==> config.mk <==
export PLATFORM = sky130hd
export DESIGN_NAME = mole_round_ctrl
export DESIGN_NICKNAME = d
export VERILOG_FILES = /design/src/rtl/mole_round_ctrl.sv
export SDC_FILE = /design/constraint.sdc
export NUM_CORES = 1
export LEC_CHECK = 0
export ABC_AREA = 1
export BUFFER_PORTS_ARGS = -buffer_cell sky130_fd_sc_hd__buf_2
export CELL_PAD_IN_SITES_DETAIL_PLACEMENT = 1
export CELL_PAD_IN_SITES_GLOBAL_PLACEMENT = 1
export CORE_MARGIN = 1
export CORE_UTILIZATION = 41
export DETAILED_ROUTE_END_ITERATION = 10
export PLACE_DENSITY_LB_ADDON = 0.1
export SLEW_MARGIN = 20
export SYNTH_ARGS = -nofsm -noshare
export SYNTH_HDL_FRONTEND = slang
export SYNTH_SLANG_ARGS = --single-unit
==> constraint.sdc <==
create_clock -name clk -period 2.37 [get_ports clk]
set_clock_uncertainty 0.2 [all_clocks]
set_input_delay 0.1185 -clock clk [delete_from_list [all_inputs] [get_ports clk]]
set_output_delay 0.1185 -clock clk [all_outputs]
set_load 0.1 [all_outputs]
==> src/rtl/mole_round_ctrl.sv <==
// mole_round_ctrl
// Round sequencer for the whack-a-mole game. Each round picks a pseudo-random
// pattern of one or two moles and opens a timed hit window. Presses on lit
// moles are latched until the window closes, either because the timer expires
// or because every lit mole has been hit. The block then strobes score_valid
// for one cycle so the score counter can read a stable pattern/hit pair.
// After ROUNDS rounds it parks in DONE until the next start pulse.
//
// Ports:
//   clk         system clock, all logic on the rising edge
//   reset       synchronous, active-high reset
//   start       single-cycle start pulse, already debounced
//   buttons     debounced button levels, 1 = pressed
//   led_moles   current mole pattern
//   hit_reg     moles hit in the current round
//   score_valid one-cycle strobe, led_moles/hit_reg are final for this round
//   round_num   rounds completed, 0..ROUNDS
//   busy        high in any state other than IDLE and DONE
//   game_over   high in DONE
module mole_round_ctrl #(
  parameter int          N_MOLES       = 18,
  parameter int          ACTIVE_CYCLES = 50000000,
  parameter int          GAP_CYCLES    = 12500000,
  parameter int          ROUNDS        = 30,
  parameter logic [15:0] LFSR_SEED     = 16'hACE1
) (
  input  logic               clk,
  input  logic               reset,
  input  logic               start,
  input  logic [N_MOLES-1:0] buttons,
  output logic [N_MOLES-1:0] led_moles,
  output logic [N_MOLES-1:0] hit_reg,
  output logic               score_valid,
  output logic [5:0]         round_num,
  output logic               busy,
  output logic               game_over
);

  localparam int MAX_CYCLES = (ACTIVE_CYCLES > GAP_CYCLES) ? ACTIVE_CYCLES : GAP_CYCLES;
  localparam int TW         = $clog2(MAX_CYCLES);
  localparam int IW         = (N_MOLES > 1) ? $clog2(N_MOLES) : 1;
  // An all-zero LFSR would lock up, so a zero seed falls back to the default.
  localparam logic [15:0] SEED = (LFSR_SEED == 16'h0000) ? 16'hACE1 : LFSR_SEED;

  typedef enum logic [2:0] {
    IDLE,
    SPAWN,
    ACTIVE,
    SCORE,
    GAP,
    DONE
  } state_t;

  state_t             state;
  state_t             state_next;
  logic [TW-1:0]      timer;
  logic [15:0]        lfsr;
  logic               lfsr_fb;
  logic [N_MOLES-1:0] hit_next;
  logic [5:0]         round_inc;

  // Mole pattern: one mole from the low five LFSR bits, plus a second one from
  // bits 9:5 when bit 10 is set. If both land on the same index the pattern
  // simply has one mole, so it is never empty.
  function automatic logic [N_MOLES-1:0] pattern(input logic [15:0] l);
    logic [N_MOLES-1:0] p;
    logic [IW-1:0]      a;
    logic [IW-1:0]      b;
    a = IW'(int'(l[4:0]) % N_MOLES);
    b = IW'(int'(l[9:5]) % N_MOLES);
    p = '0;
    p[a] = 1'b1;
    if (l[10]) p[b] = 1'b1;
    return p;
  endfunction

  assign lfsr_fb   = lfsr[15] ^ lfsr[13] ^ lfsr[12] ^ lfsr[10];
  // Presses on unlit positions are masked off; earlier hits stay latched.
  assign hit_next  = hit_reg | (buttons & led_moles);
  assign round_inc = round_num + 6'd1;

  // State register.
  always_ff @(posedge clk) begin
    if (reset) state <= IDLE;
    else       state <= state_next;
  end

  // Next-state logic. The early-clear test uses the hit vector that is about
  // to be latched, so the round ends the cycle after the completing press.
  always_comb begin
    state_next = state;
    case (state)
      IDLE:    if (start) state_next = SPAWN;
      SPAWN:   state_next = ACTIVE;
      ACTIVE:  if (timer == '0 || hit_next == led_moles) state_next = SCORE;
      SCORE:   state_next = (round_inc == 6'(ROUNDS)) ? DONE : GAP;
      GAP:     if (timer == '0) state_next = SPAWN;
      DONE:    if (start) state_next = SPAWN;
      default: state_next = IDLE;
    endcase
  end

  // Datapath and registered outputs. The status flags are derived from the
  // next state so they line up exactly with the state register. Pattern and
  // hits are cleared on the way out of SCORE, keeping them stable while
  // score_valid is high.
  always_ff @(posedge clk) begin
    if (reset) begin
      lfsr        <= SEED;
      timer       <= '0;
      led_moles   <= '0;
      hit_reg     <= '0;
      score_valid <= 1'b0;
      round_num   <= '0;
      busy        <= 1'b0;
      game_over   <= 1'b0;
    end else begin
      lfsr        <= {lfsr[14:0], lfsr_fb};
      score_valid <= (state_next == SCORE);
      busy        <= (state_next != IDLE) && (state_next != DONE);
      game_over   <= (state_next == DONE);
      case (state)
        SPAWN: begin
          led_moles <= pattern(lfsr);
          hit_reg   <= '0;
          timer     <= TW'(ACTIVE_CYCLES - 1);
        end
        ACTIVE: begin
          hit_reg <= hit_next;
          if (timer != '0) timer <= timer - 1'b1;
        end
        SCORE: begin
          round_num <= round_inc;
          led_moles <= '0;
          hit_reg   <= '0;
          timer     <= TW'(GAP_CYCLES - 1);
        end
        GAP: begin
          if (timer != '0) timer <= timer - 1'b1;
        end
        DONE: begin
          if (start) round_num <= '0;
        end
        default: ;
      endcase
    end
  end

endmodule

After elaboration in Yosys (flattened, before gate mapping)
Cells that the tools add are included.
{ "op_classes": {"addsub": 2, "mul": 0, "n_div": 2, "n_lt_le_gt_ge": 4, "eq_ne": 12, "shifts": 0, "n_mux": 16, "n_bitwise": 6, "n_reduce_logical": 17} }
{ "op_table": {"columns": ["cell", "n"], "rows": [
  ["case mux 26 bit (3 select lines)", 1],
  ["case mux 18 bit (2 select lines)", 2],
  ["modulo 6 x 6 -> 32 bit, second input constant", 2],
  ["OR 18 bit", 2],
  ["logical NOT 26 bit", 1],
  ["two-way mux 26 bit", 1],
  ["nonzero test 26 bit", 1],
  ["subtractor 26 x 1 -> 26 bit, second input constant", 1],
  ["AND 18 bit", 1],
  ["equality test 18 bit", 1],
  ["two-way mux 18 bit", 1],
  ["case mux 3 bit (5 select lines)", 1],
  ["< comparator 5 x 6 -> 1 bit, second input constant", 2],
  ["case mux 6 bit (2 select lines)", 1],
  ["demux 1 bit (select 5 bit)", 2],
  ["greater-or-equal comparator 5 x 1 -> 1 bit, second input constant", 2],
  ["equality test 3 x 2 -> 1 bit, second input constant", 3],
  ["equality test 3 bit, second input constant", 3],
  ["two-way mux 3 bit", 3],
  ["adder 6 x 1 -> 6 bit, second input constant", 1],
  ["equality test 6 x 5 -> 1 bit, second input constant", 1],
  ["two-way mux 6 bit", 1],
  ["nonzero test 2 bit", 3],
  ["nonzero test 3 bit", 2],
  ["11 further kinds", 20]
]} }
{ "word_totals": {"register_bits": 90, "latchBits": 0, "ramBits": 0, "romBits": 0, "out_inout_bits": 45, "word_cells": 68, "n_memories": 0} }

Longest topological paths before layout
{ "depth": {"depth_word": 8, "ltp_mapped": 14, "mapped_depth_nobuf": 14} }

Worst setup path after synthesis
Ideal clock, no wire load.
{ "synth_timing": {"path_type": "flip-flop to flip-flop", "from": "register round_num[0]", "to": "register busy", "setup_time_ps": 109, "t_arrival_ps": 2102, "slack_ps": -41, "path_stages_with_launch": 10, "synth_period_minus_slack_ps": 2411, "path_cell_list": "dfxtp_1 ha_1 nand3_1 xor2_1 nor2_1 nand3_1 nand3_1 a21oi_1 nand2_1 inv_1"} }
{ "synth_between": {"elab_chain_len": 6, "elab_cells_between_ends": 7, "classes_between": "add/sub (1); eq/ne (2); mux (2); reduce/logical (2)"} }
{ "synth_rtl": {"columns": ["element", "line", "source"], "rows": [
  ["start: declaration", "34", "output logic [5:0] round_num,"],
  ["start signal: assignment", "133", "round_num <= round_inc;"],
  ["adder 6 x 1 -> 6 bit *", "80", "assign round_inc = round_num + 6'd1;"],
  ["equality test 6 x 5 -> 1 bit *", "96", "SCORE: state_next = (round_inc == 6'(ROUNDS)) ? DONE : GAP;"],
  ["two-way mux 1 bit *", "96", null],
  ["case mux 3 bit (5 select lines) *", "92", "case (state)"],
  ["inequality test 3 bit / nonzero test 3 bit (equally long branches)", "120", "busy <= (state_next != IDLE) && (state_next != DONE);"],
  ["logical AND 1 bit *", "120", null],
  ["end signal: assignment", "120", null],
  ["end: declaration", "35", "output logic busy,"]
]} }
Every way passes the cells marked *; elsewhere a longest branch is shown, timed or not.
A chain may end at the register's enable or synchronous reset.

Worst setup path after layout
{ "layout_timing": {"from": "register lfsr[3]", "to": "register led_moles[17]"} }
{ "layout_between": {"elab_chain_len": 8, "elab_cells_between_ends": 9, "classes_between": "div (1); order compare (2); mux (4); bitwise (1); reduce/logical (1)"} }
{ "layout_rtl": {"columns": ["element", "line", "source"], "rows": [
  ["start: declaration", "57", "logic [15:0] lfsr;"],
  ["start signal: assignment", "118", "lfsr <= {lfsr[14:0], lfsr_fb};"],
  ["modulo 6 x 6 -> 32 bit *", "69", "a = IW'(int'(l[4:0]) % N_MOLES);"],
  ["< comparator 5 x 6 -> 1 bit (not written as such) / greater-or-equal comparator 5 x 1 -> 1 bit (equally long branches)", "72", "p[a] = 1'b1;"],
  ["logical AND 1 bit (not written as such)", "72", null],
  ["two-way mux 1 bit (not written as such)", "72", null],
  ["demux 1 bit (select 5 bit) *", "72", null],
  ["OR 18 bit (no line)", null, null],
  ["two-way mux 18 bit *", "73", "if (l[10]) p[b] = 1'b1;"],
  ["case mux 18 bit (2 select lines) *", "122", "case (state)"],
  ["end signal: assignment", "124", "led_moles <= pattern(lfsr);"],
  ["end: declaration", "31", "output logic [N_MOLES-1:0] led_moles,"]
]} }
Marks and branches as above.

==> parameters.txt <==
Parameter                              Value

Run status
  Outcome    finished clean

Logic synthesis
  Adder-cell share of the synthesized area    0.0207
  Share of synthesized registers carrying an async set or reset    0
  Share of cell area taken by muxes after synthesis    0
  Warning count from the yosys run    0
  Combinational family with the most area after synthesis    simple AND/OR/NAND/NOR gates
  Ys flop type    sky130_fd_sc_hd__dfxtp_1
  Number of distinct library cells after synthesis    34
  Sequential element share of the synthesized area    0.372
  Synthesized-area fraction occupied by and/or/nand/nor cells    0.346
  Flip-flop and latch count after synthesis    90
  Compound-gate portion of the synthesized area    0.141
  Synthesized area    around 4800 um^2
  Number of instances in the synthesized netlist    around 720
  Number of enable flip-flop cells after synthesis    0
  Net count of the mapped netlist    around 750
  Fraction of synthesized cell area in xor and xnor cells    0.0344
  Average instance area after synthesis    between 6 and 7 um^2

Critical path
  Last element of the critical path    led_moles[17]
  Worst EP arrival    around 2.2 ns
  Maximum cell stage delay along the critical path    approximately 0.36 ns
  Worst-path cell chain    nor2_1, nand2_1, ha_1, inv_1, nand2_4, xor2_1, nor2_1, nand3_1, nand2_1, nand2_1, nand2_1
  Capturing element type of the critical path    register
  CP most frequent cell    sky130_fd_sc_hd__nand2_1
  Critical path's slowest cell    sky130_fd_sc_hd__dfxtp_1
  R2r startpoint    lfsr[3]
  Setup CP Type    reg2reg
  Worst reg-to-reg setup slack    approximately 0.25 ns
  Kind of start point of the critical path    register
  Cell count of the worst reg-to-reg path    11
  Endpoint of the lowest-slack register-to-register path    led_moles[17]
  Launch point of the worst path    lfsr[3]
  Data required time at the worst endpoint    ~2.5 ns
  Crit path max fanout    8

Floorplanning
  Die extent in x    111 um
  Effective utilization at floorplan    0.422
  Std cell rows    39
  Top-Level Pins    between 60 and 70
  Height of the die    111 um
  Die Outline Area    12200 um^2
  Floorplan core area    ~11000 um^2

Clock network
  Clock transition at the register clock pins on the worst setup and hold paths after CTS    0.06 ns
  H-tree depth    3
  Number of clock sinks    90
  CTS Root Buffer Type    sky130_fd_sc_hd__clkbuf_16
  Bufs on Longest Clock Path    2
  Worst-skew pair later-pin latency    0.35 ns
  CTS tree    built
  Hold-fix buffer count after cts    19
  # resized after CTS    0
  TritonCTS Buffers    9
  Post-CTS repair timing setup buffer count    0

Placed design
  Routability Congestion    0.878
  Port Buffers    65
  HPWL after DPL    about 10 mm

Power
  Power density over the cells    between 900 and 1000 nW/um^2
  VDD IR max    about 480 uV
  Leakage Power    between 2 and 3 nW

Drt
  Antenna Nets Post-Route    0
  DRC violation count after routing    0
  Detailed-route wire length per cell    between 10 and 15 um
  Vias after detailed routing    between 4000 and 5000
  Detailed Routing Iterations Pass 1    4
  Routed wire length    around 14 mm
  Via density per instance    roughly 5
  Iteration-0 DRC count of the detailed router    between 100 and 150

GRT
  Pin count of the biggest net entering global routing    26
  Global routing usage summed across all routing layers    0.242
  Gr ovfl total    0
  Wire length of the first global-routing pass    approximately 24 mm
  Number of antenna violations at the first check in global routing    0
  Via count of the first global-routing pass    5169

STA
  Minimum clock period    2.12 ns
  Worst slew pin tran    approximately 0.50 ns
  Max Transition Viols Final    0
  Sum of negative setup slack    0 ns
  Slew Limit Headroom    0.666
  RSZ-0062 raised after global routing    false
  Top achievable clock speed    ~470 MHz
  Final clock period utilization by the worst path    0.895
  Number of hold violations in the final report    0
  Worst hold margin    0.0155 ns
  Number of setup violations in the final report    0

Cells and area
  Area overhead of the layout relative to synthesis    20.6%
  Layout cell share with drive strength beyond 1    0.169
  Number of antenna repair diodes    0
  Final-stage net count    838
  Count of filler cells inserted in the layout    1538
  Number of flip-flops under the largest register name    26

Job
  Number of max-capacitance violations reported    0

Worst hold path
  Worst hold-check path type    in2reg
==> cell usage in the layout (no fill, tap or decap), drive strengths merged, types with 16 or more instances in the layout <==
cell type,instances
a211oi,16
a21oi,56
buf,75
dfxtp,90
dlygate4sd3,19
inv,88
nand2,189
nand3,50
nor2,97
o21ai,48
==> logic make-up (layout without fill, tap and decap cells) <==
| group | after synthesis | after routing |
|---|---|---|
| adders and majority gates | 8 | 8 |
| AOI/OAI and AO/OA | 124 | 124 |
| and+or+nand+nor | 375 | 375 |
| buffers and inverters | 102 | 197 |
| DFF | 90 | 90 |
| xor gates and xnor gates | 19 | 19 |
==> cells in the mapped netlist (4+ instances only) <==
master,number,share of area
sky130_fd_sc_hd__nand2_1,182,0.14
sky130_fd_sc_hd__dfxtp_1,90,0.37
sky130_fd_sc_hd__nor2_1,82,0.064
sky130_fd_sc_hd__inv_1,81,0.063
sky130_fd_sc_hd__a21oi_1,56,0.058
sky130_fd_sc_hd__nand3_1,48,0.050
sky130_fd_sc_hd__o21ai_0,28,0.029
sky130_fd_sc_hd__a211oi_1,16,0.025
sky130_fd_sc_hd__o21ai_1,16,0.017
sky130_fd_sc_hd__nand3b_1,15,0.023
sky130_fd_sc_hd__nor2_2,13,0.017
sky130_fd_sc_hd__or2_2,11,0.014
sky130_fd_sc_hd__xnor2_1,10,0.018
sky130_fd_sc_hd__xor2_1,9,0.016
sky130_fd_sc_hd__ha_1,8,0.021
sky130_fd_sc_hd__clkbuf_1,7,0.0054
sky130_fd_sc_hd__inv_2,6,0.0047
sky130_fd_sc_hd__nand4_1,6,0.0078
sky130_fd_sc_hd__nand2_2,4,0.0052
sky130_fd_sc_hd__nor3_1,4,0.0041
sky130_fd_sc_hd__o21ai_2,4,0.0072
==> metrics by stage <==
step	cells	power (mW)	setup slack, ns	area, um^2	util
floorplan	718	3.61	0.115	4840	-
global placement	922	4.06	0.356	5360	0.467
finish	956	5.58	0.249	5830	0.509
CTS	956	5.62	0.221	5830	0.509
detailed placement	922	4.13	0.238	5360	0.467
global route	956	5.96	0.00881	5830	0.509
==> cell type report <==
| class | count | area, um^2 | area share |
|---|---|---|---|
| well taps | 143 | 179 | 0.0307 |
| clock buffers | 12 | 246 | 0.0423 |
| inverters | 88 | 333 | 0.0571 |
| clock inverters | 3 | 40.0 | 0.00687 |
| multi-input cells | 526 | 2630 | 0.450 |
| repair buffers | 94 | 603 | 0.103 |
| flip-flops and latches | 90 | 1800 | 0.309 |
==> metal layers <==
| metal | global-route usage | part of all wire |
|---|---|---|
| met5 | 0 | 0 |
| met4 | 0.108 | 0.022 |
| met3 | 0.0357 | 0.022 |
| met2 | 0.459 | 0.53 |
| met1 | 0.263 | 0.43 |
==> where the power goes <==
| part | switching (mW) | internal [mW] |
|---|---|---|
| Sequential | 0.236 | 1.73 |
| Clock | 0.599 | 0.838 |
| Combinational | 1.48 | 0.685 |
==> how the worst min path moves through the flow <==
stage / to / startpoint / cells past startpoint
final: lfsr[12] / reset / 2
after global routing: lfsr[8] / reset / 2
after CTS: lfsr[12] / reset / 2
after detailed placement: lfsr[15] / lfsr[14] / 1
after global placement: lfsr[15] / lfsr[14] / 1
after floorplan: hit_reg[3] / buttons[3] / 2
==> worst max-delay path, delay by kind of cell (launching register included) <==
kind | cells | cell delay (ns)
xor gates and xnor gates | 1 | 0.17
adders and majority gates | 1 | 0.20
buffers and inverters | 1 | 0.10
DFF | 1 | 0.36
and+or+nand+nor | 8 | 1.04
No activity file was read; power rests on OpenSTA's default activity.
